==> src/rtl/stopwatch_ctrl.sv <==
// stopwatch_ctrl -- push-button front end for the stopwatch counter.
//
// Synchronizes and debounces the start/stop (btn_ss) and lap/reset (btn_lr)
// buttons, runs the IDLE/RUNNING/STOPPED sequencer and drives the counter's
// control vector as one-cycle command pulses. Optional lap capture is
// compiled in with `define STOPWATCH_LAP_EN.
//
// Ports:
//   clk, rst_n   system clock, async active-low reset
//   btn_ss       raw start/stop button (async, active-high)
//   btn_lr       raw lap/reset button  (async, active-high)
//   count_in     current stopwatch count (sampled for lap capture)
//   control      {stop, reset, start}, registered, one-hot or zero
//   running      high while in RUNNING
//   lap_value    last captured lap time
//   lap_valid    one-cycle pulse when lap_value updates
//   lap_count    laps since last reset command, saturating at 15

// Per-button synchronizer + debouncer. press pulses one cycle when the
// debounced level rises.
module sw_debounce #(
    parameter int DEBOUNCE_CYCLES = 1000000
) (
    input  logic clk,
    input  logic rst_n,
    input  logic btn,
    output logic press
);
    localparam int CW = (DEBOUNCE_CYCLES < 1) ? 1 : $clog2(DEBOUNCE_CYCLES + 1);

    logic [1:0]    sync;
    logic          deb;
    logic [CW-1:0] cnt;

    always_ff @(posedge clk or negedge rst_n) begin
        if (!rst_n) begin
            sync  <= 2'b00;
            deb   <= 1'b0;
            cnt   <= '0;
            press <= 1'b0;
        end else begin
            sync  <= {sync[0], btn};
            press <= 1'b0;
            if (sync[1] != deb) begin
                // Level accepted once the counter has reached the limit;
                // the pulse is registered here so it lines up with the flip.
                if (cnt == CW'(DEBOUNCE_CYCLES)) begin
                    deb   <= ~deb;
                    cnt   <= '0;
                    press <= ~deb;
                end else begin
                    cnt <= cnt + CW'(1);
                end
            end else begin
                cnt <= '0;
            end
        end
    end
endmodule

module stopwatch_ctrl #(
    parameter int DEBOUNCE_CYCLES = 1000000
) (
    input  logic        clk,
    input  logic        rst_n,
    input  logic        btn_ss,
    input  logic        btn_lr,
    input  logic [31:0] count_in,
    output logic [2:0]  control,
    output logic        running,
    output logic [31:0] lap_value,
    output logic        lap_valid,
    output logic [3:0]  lap_count
);
    localparam logic [2:0] CMD_START = 3'b001;
    localparam logic [2:0] CMD_RESET = 3'b010;
    localparam logic [2:0] CMD_STOP  = 3'b100;

    typedef enum logic [1:0] {IDLE, RUNNING, STOPPED} state_t;

    // Index 0 = start/stop, index 1 = lap/reset.
    logic [1:0] btns;
    logic [1:0] press;
    assign btns = {btn_lr, btn_ss};

    for (genvar i = 0; i < 2; i++) begin : g_db
        sw_debounce #(.DEBOUNCE_CYCLES(DEBOUNCE_CYCLES)) u_db (
            .clk   (clk),
            .rst_n (rst_n),
            .btn   (btns[i]),
            .press (press[i])
        );
    end

    state_t state;
    logic   init_done;

`ifdef STOPWATCH_LAP_EN
    logic [31:0] lap_value_r;
    logic        lap_valid_r;
    logic [3:0]  lap_count_r;
    assign lap_value = lap_value_r;
    assign lap_valid = lap_valid_r;
    assign lap_count = lap_count_r;
`else
    logic unused_count;
    assign unused_count = ^count_in;
    assign lap_value = 32'd0;
    assign lap_valid = 1'b0;
    assign lap_count = 4'd0;
`endif

    always_ff @(posedge clk or negedge rst_n) begin
        if (!rst_n) begin
            state     <= IDLE;
            init_done <= 1'b0;
            control   <= 3'b000;
            running   <= 1'b0;
`ifdef STOPWATCH_LAP_EN
            lap_value_r <= 32'd0;
            lap_valid_r <= 1'b0;
            lap_count_r <= 4'd0;
`endif
        end else begin
            control <= 3'b000;
`ifdef STOPWATCH_LAP_EN
            lap_valid_r <= 1'b0;
`endif
            if (!init_done) begin
                // First edge out of reset: resync the counter, drop events.
                init_done <= 1'b1;
                control   <= CMD_RESET;
            end else if (press[0]) begin
                // ss wins over a coincident lr.
                case (state)
                    RUNNING: begin
                        state   <= STOPPED;
                        control <= CMD_STOP;
                        running <= 1'b0;
                    end
                    default: begin
                        state   <= RUNNING;
                        control <= CMD_START;
                        running <= 1'b1;
                    end
                endcase
            end else if (press[1]) begin
                case (state)
                    RUNNING: begin
`ifdef STOPWATCH_LAP_EN
                        lap_value_r <= count_in;
                        lap_valid_r <= 1'b1;
                        if (lap_count_r != 4'd15)
                            lap_count_r <= lap_count_r + 4'd1;
`endif
                    end
                    default: begin
                        state   <= IDLE;
                        control <= CMD_RESET;
`ifdef STOPWATCH_LAP_EN
                        lap_count_r <= 4'd0;
`endif
                    end
                endcase
            end
        end
    end
endmodule

==> config.mk <==
export PLATFORM = sky130hd
export DESIGN_NAME = stopwatch_ctrl
export DESIGN_NICKNAME = d
export VERILOG_FILES = /design/src/rtl/stopwatch_ctrl.sv
export SDC_FILE = /design/constraint.sdc
export NUM_CORES = 1
export LEC_CHECK = 0
export CORE_ASPECT_RATIO = 1.75
export CORE_MARGIN = 2
export CORE_UTILIZATION = 49
export DETAILED_ROUTE_END_ITERATION = 10
export MAX_ROUTING_LAYER = met4
export PLACE_DENSITY = 0.8
export SKIP_CTS_REPAIR_TIMING = 1
export SYNTH_ARGS = -nofsm -noshare
export SYNTH_HDL_FRONTEND = slang
export SYNTH_HIERARCHICAL = 1
export SYNTH_SLANG_ARGS = --single-unit
==> constraint.sdc <==
create_clock -name clk -period 2.4 [get_ports clk]
set_clock_uncertainty 0.2 [all_clocks]
set_input_delay 0.72 -clock clk [delete_from_list [all_inputs] [get_ports clk]]
set_output_delay 0.72 -clock clk [all_outputs]
set_load 0.01 [all_outputs]
==> results of run 1 <==
-- cell type report --
| class | count | area share (%) |
|---|---|---|
| clock buffers | 5 | 2.23 |
| clock inverters | 1 | 0.243 |
| inverters | 10 | 1.21 |
| multi-input cells | 225 | 45.2 |
| flip-flops and latches | 55 | 44.5 |
| well taps | 78 | 3.16 |
| repair buffers | 11 | 3.48 |
-- flip-flops by register name, indices dropped and copies added, names as in the netlist --
signal and flops:
control 3, g_db.u_db/cnt 40, g_db.u_db/deb 2, g_db.u_db/press 2, g_db.u_db/sync 4, init_done 1, running 1, state 2
-- cell usage after synthesis, types with 4 or more instances --
cell type,count
dfrtp_1,55
nor2_1,40
buf_4,37
xnor2_1,22
nand3_1,18
nor4_1,12
nand2_1,11
inv_1,10
nand4_1,10
xor2_1,10
and3_1,8
a21oi_1,6
buf_6,4
ha_1,4
o31ai_1,4
or4_1,4
-- power groups by stage --
stage | combinational (W) | clock (W) | sequential, W
3_3_place_gp | 0.0000896 | 0 | 0.000975
3_5_place_dp | 0.0000919 | 0 | 0.000976
4_1_cts | 0.0000926 | 0.000489 | 0.000957
2_1_floorplan | 0.000106 | 0 | 0.000968
5_1_grt | 0.000104 | 0.000530 | 0.000960
6_report | 0.0000918 | 0.000486 | 0.000957
-- metal layers --
layer	track usage, %	share of wire (%)	vias to the layer above
met3	3.45	2.8	12
met1	17.4	36	1051
met4	6.83	1.9	0
met2	34.0	59	53
met5	-	0	-
li1	-	-	974
-- stage by stage --
stage	util, %	area [sq um]	instances	power [W]	setup WS [ns]
2_1_floorplan	-	3140	333	0.00107	0.499
3_3_place_gp	50.9	3020	379	0.00106	0.326
3_5_place_dp	50.9	3020	379	0.00107	0.273
4_1_cts	52.2	3090	385	0.00154	0.232
5_1_grt	52.2	3090	385	0.00159	0.164
6_report	52.2	3090	385	0.00154	0.249
-- cell families (layout without fill, tap and decap cells) --
| logic type | Yosys count | after routing | synth area share, % |
|---|---|---|---|
| compound gates | 19 | 19 | 4.33 |
| fa+ha+maj | 4 | 4 | 1.66 |
| other cells | 2 | 38 | 0.250 |
| xor+xnor | 32 | 32 | 9.32 |
| buf+inv | 53 | 27 | 12.3 |
| flops | 55 | 55 | 45.8 |
| simple gates | 130 | 130 | 25.6 |
| mux | 2 | 2 | 0.749 |
-- worst reg2reg max path: cells and delay by family, from the launching register on --
| family | cells | cell delay [ns] |
|---|---|---|
| adder cells (fa/ha/maj) | 1 | 0.29 |
| flip-flops | 1 | 0.46 |
| AND/OR/NAND/NOR | 3 | 0.97 |
| AO/OA/AOI/OAI | 1 | 0.14 |
-- worst max-delay path by stage --
stage / slack (ns) / cells after the start / end
after floorplan: 0.50 / 5 / g_db[0].u_db/cnt[18]$_DFF_PN0_
after global placement: 0.33 / 5 / g_db[0].u_db/cnt[18]$_DFF_PN0_
after detailed placement: 0.27 / 5 / g_db[1].u_db/cnt[18]$_DFF_PN0_
after CTS: 0.23 / 1 / running
after global routing: 0.16 / 5 / g_db[0].u_db/cnt[18]$_DFF_PN0_
final: 0.25 / 1 / running
==> impl_metrics.yaml, run 1 <==
run_status:
  status: "completed"
logic_synthesis:
  async_reset_ff_share_pct: 100
  synthDistinctLibCells: 40
  synth_top_area_cell: "dfrtp_1"
  synth_area_leaders: "dfrtp_1 (46%), buf_4 (9.2%), xnor2_1 (6.4%)"
  yosysWarnings: 6
  synth_cells: 297
  synth_seq_cells: 55
  synth_area_per_cell_sq_um: 10.1
  synthFlopType: "dfrtp_1"
  netlist_area_sq_um: 3010
  synth_edf_count: 0
  synth_top_area_share_pct: 45.8
  seq_area_frac_synth_pct: 45.8
cts:
  cts_tree: "yes"
  clk_path_buf_depth: 2
  clock_sinks: 55
  clk_pin_slew_ns: 0.09
  root_buffer: "clkbuf_8"
  cts_made_buffers: 5
  h-tree-depth: 2
  worstSkewPairLatency_ns: 0.31
global_routing:
  antenna_found_initial: 0
  grt_overflow_total: 0
  grt_first_pass_wirelength_um: 9490
  grt_use_total_pct: 17.8
  grt_pass1_vias: 2178
  grt_max_degree: 56
critical_path:
  worstPathCellList: "clkdlybuf4s50_1"
  reg2reg_from: "g_db[1].u_db/cnt[0]$_DFF_PN0_"
  reg2reg_slack_ns: 0.28
  startpoint: "running$_DFFE_PN0P_"
  cp_max_fo: 2
  r2r_cells: 5
  cp-start-kind: "flip-flop"
  slowest_delay_ns: 0.56
  critical-path-slowest-cell: "clkdlybuf4s50_1"
  endpoint_kind: "output port"
  critical_path_class: "flip-flop to output port"
  crit_family: "buffers and inverters"
  crit_required_ns: 1.48
  arrival_ns: 1.23
  rr_endpoint: "g_db[1].u_db/cnt[18]$_DFF_PN0_"
  cp.buffers_inverters: 1
worst_hold_path:
  min_path_cells: 0
  hold_end: "g_db[1].u_db/sync[1]$_DFF_PN0_"
  hp-class: "flip-flop to flip-flop"
  hp-start: "g_db[1].u_db/sync[0]$_DFF_PN0_"
pwr:
  p_sw_w: 0.000379
  sw_frac_of_total_pct: 24.7
  internal_power_w: 0.00116
  pwr-share-clk_pct: 31.7
  p_comb_share_pct: 6.0
  ir_drop_mv: 0.376
  powerDensity_nw_per_um2: 497
  p_seq_share_pct: 62.3
  leakage_nw: 1.34
routing:
  vias: 2090
  drt_pass1_iterations: 4
  vias_per_cell: 5.43
  drt_iter0_drc: 134
  ant_nets: 0
  post-route-drc-count: 0
  finalWirelength_um: 5550
  wl_per_cell_um: 14.4
timing:
  holdWs_ns: 0.161
  fmax_mhz: 465
  slew_violations: 0
  finalSetupTns_ns: 0
  finalHoldViolCount: 0
  rsz0062_at_grt: "false"
  period_needed_ns: 2.15
  finalCritPeriodShare_pct: 89.6
  setup_viol: 0
final_layout:
  final_cell_mix: "dfrtp_1 (55), nor2_1 (40), conb_1 (38)"
  multi_input_area_sq_um: 1400
  fillers: 566
  n_antenna_cell: 0
  final_common_cell: "dfrtp_1"
  nets: 348
  seq_area_sq_um: 1380
  drive_gt1_share_pct: 9.45
  area_growth_pct: 2.79
place:
  portBuffers: 7
  hpwl_um: 3940
  place_congestion: 0.910
die:
  initial_core_util_pct: 50.8
  die_area_sq_um: 6810
  die_h_um: 108
  core-area_sq_um: 5930
  rows: 37
  ios: 77
  die_width_um: 63.2
job:
  maxCapViolations: 0
(Power assumes the default switching activity.)
==> run 2, diff against run 1 <==
--- a/config.mk
+++ b/config.mk
@@ -12,6 +12,7 @@
 export MAX_ROUTING_LAYER = met4
 export PLACE_DENSITY = 0.8
 export SKIP_CTS_REPAIR_TIMING = 1
+export SLEW_MARGIN = 10
 export SYNTH_ARGS = -nofsm -noshare
 export SYNTH_HDL_FRONTEND = slang
 export SYNTH_HIERARCHICAL = 1
==> results of run 2 <==
No change in the layout: final DEF, timing and power equal those of run 1.
==> run 3, diff against run 2 <==
--- a/config.mk
+++ b/config.mk
@@ -8,10 +8,13 @@
 export CORE_ASPECT_RATIO = 1.75
 export CORE_MARGIN = 2
 export CORE_UTILIZATION = 49
+export CTS_CLUSTER_DIAMETER = 100
 export DETAILED_ROUTE_END_ITERATION = 10
+export GPL_TIMING_DRIVEN = 1
 export MAX_ROUTING_LAYER = met4
 export PLACE_DENSITY = 0.8
 export SKIP_CTS_REPAIR_TIMING = 1
+export SKIP_LAST_GASP = 1
 export SLEW_MARGIN = 10
 export SYNTH_ARGS = -nofsm -noshare
 export SYNTH_HDL_FRONTEND = slang
==> results of run 3 <==
No change in the layout: final DEF, timing and power equal those of run 1.
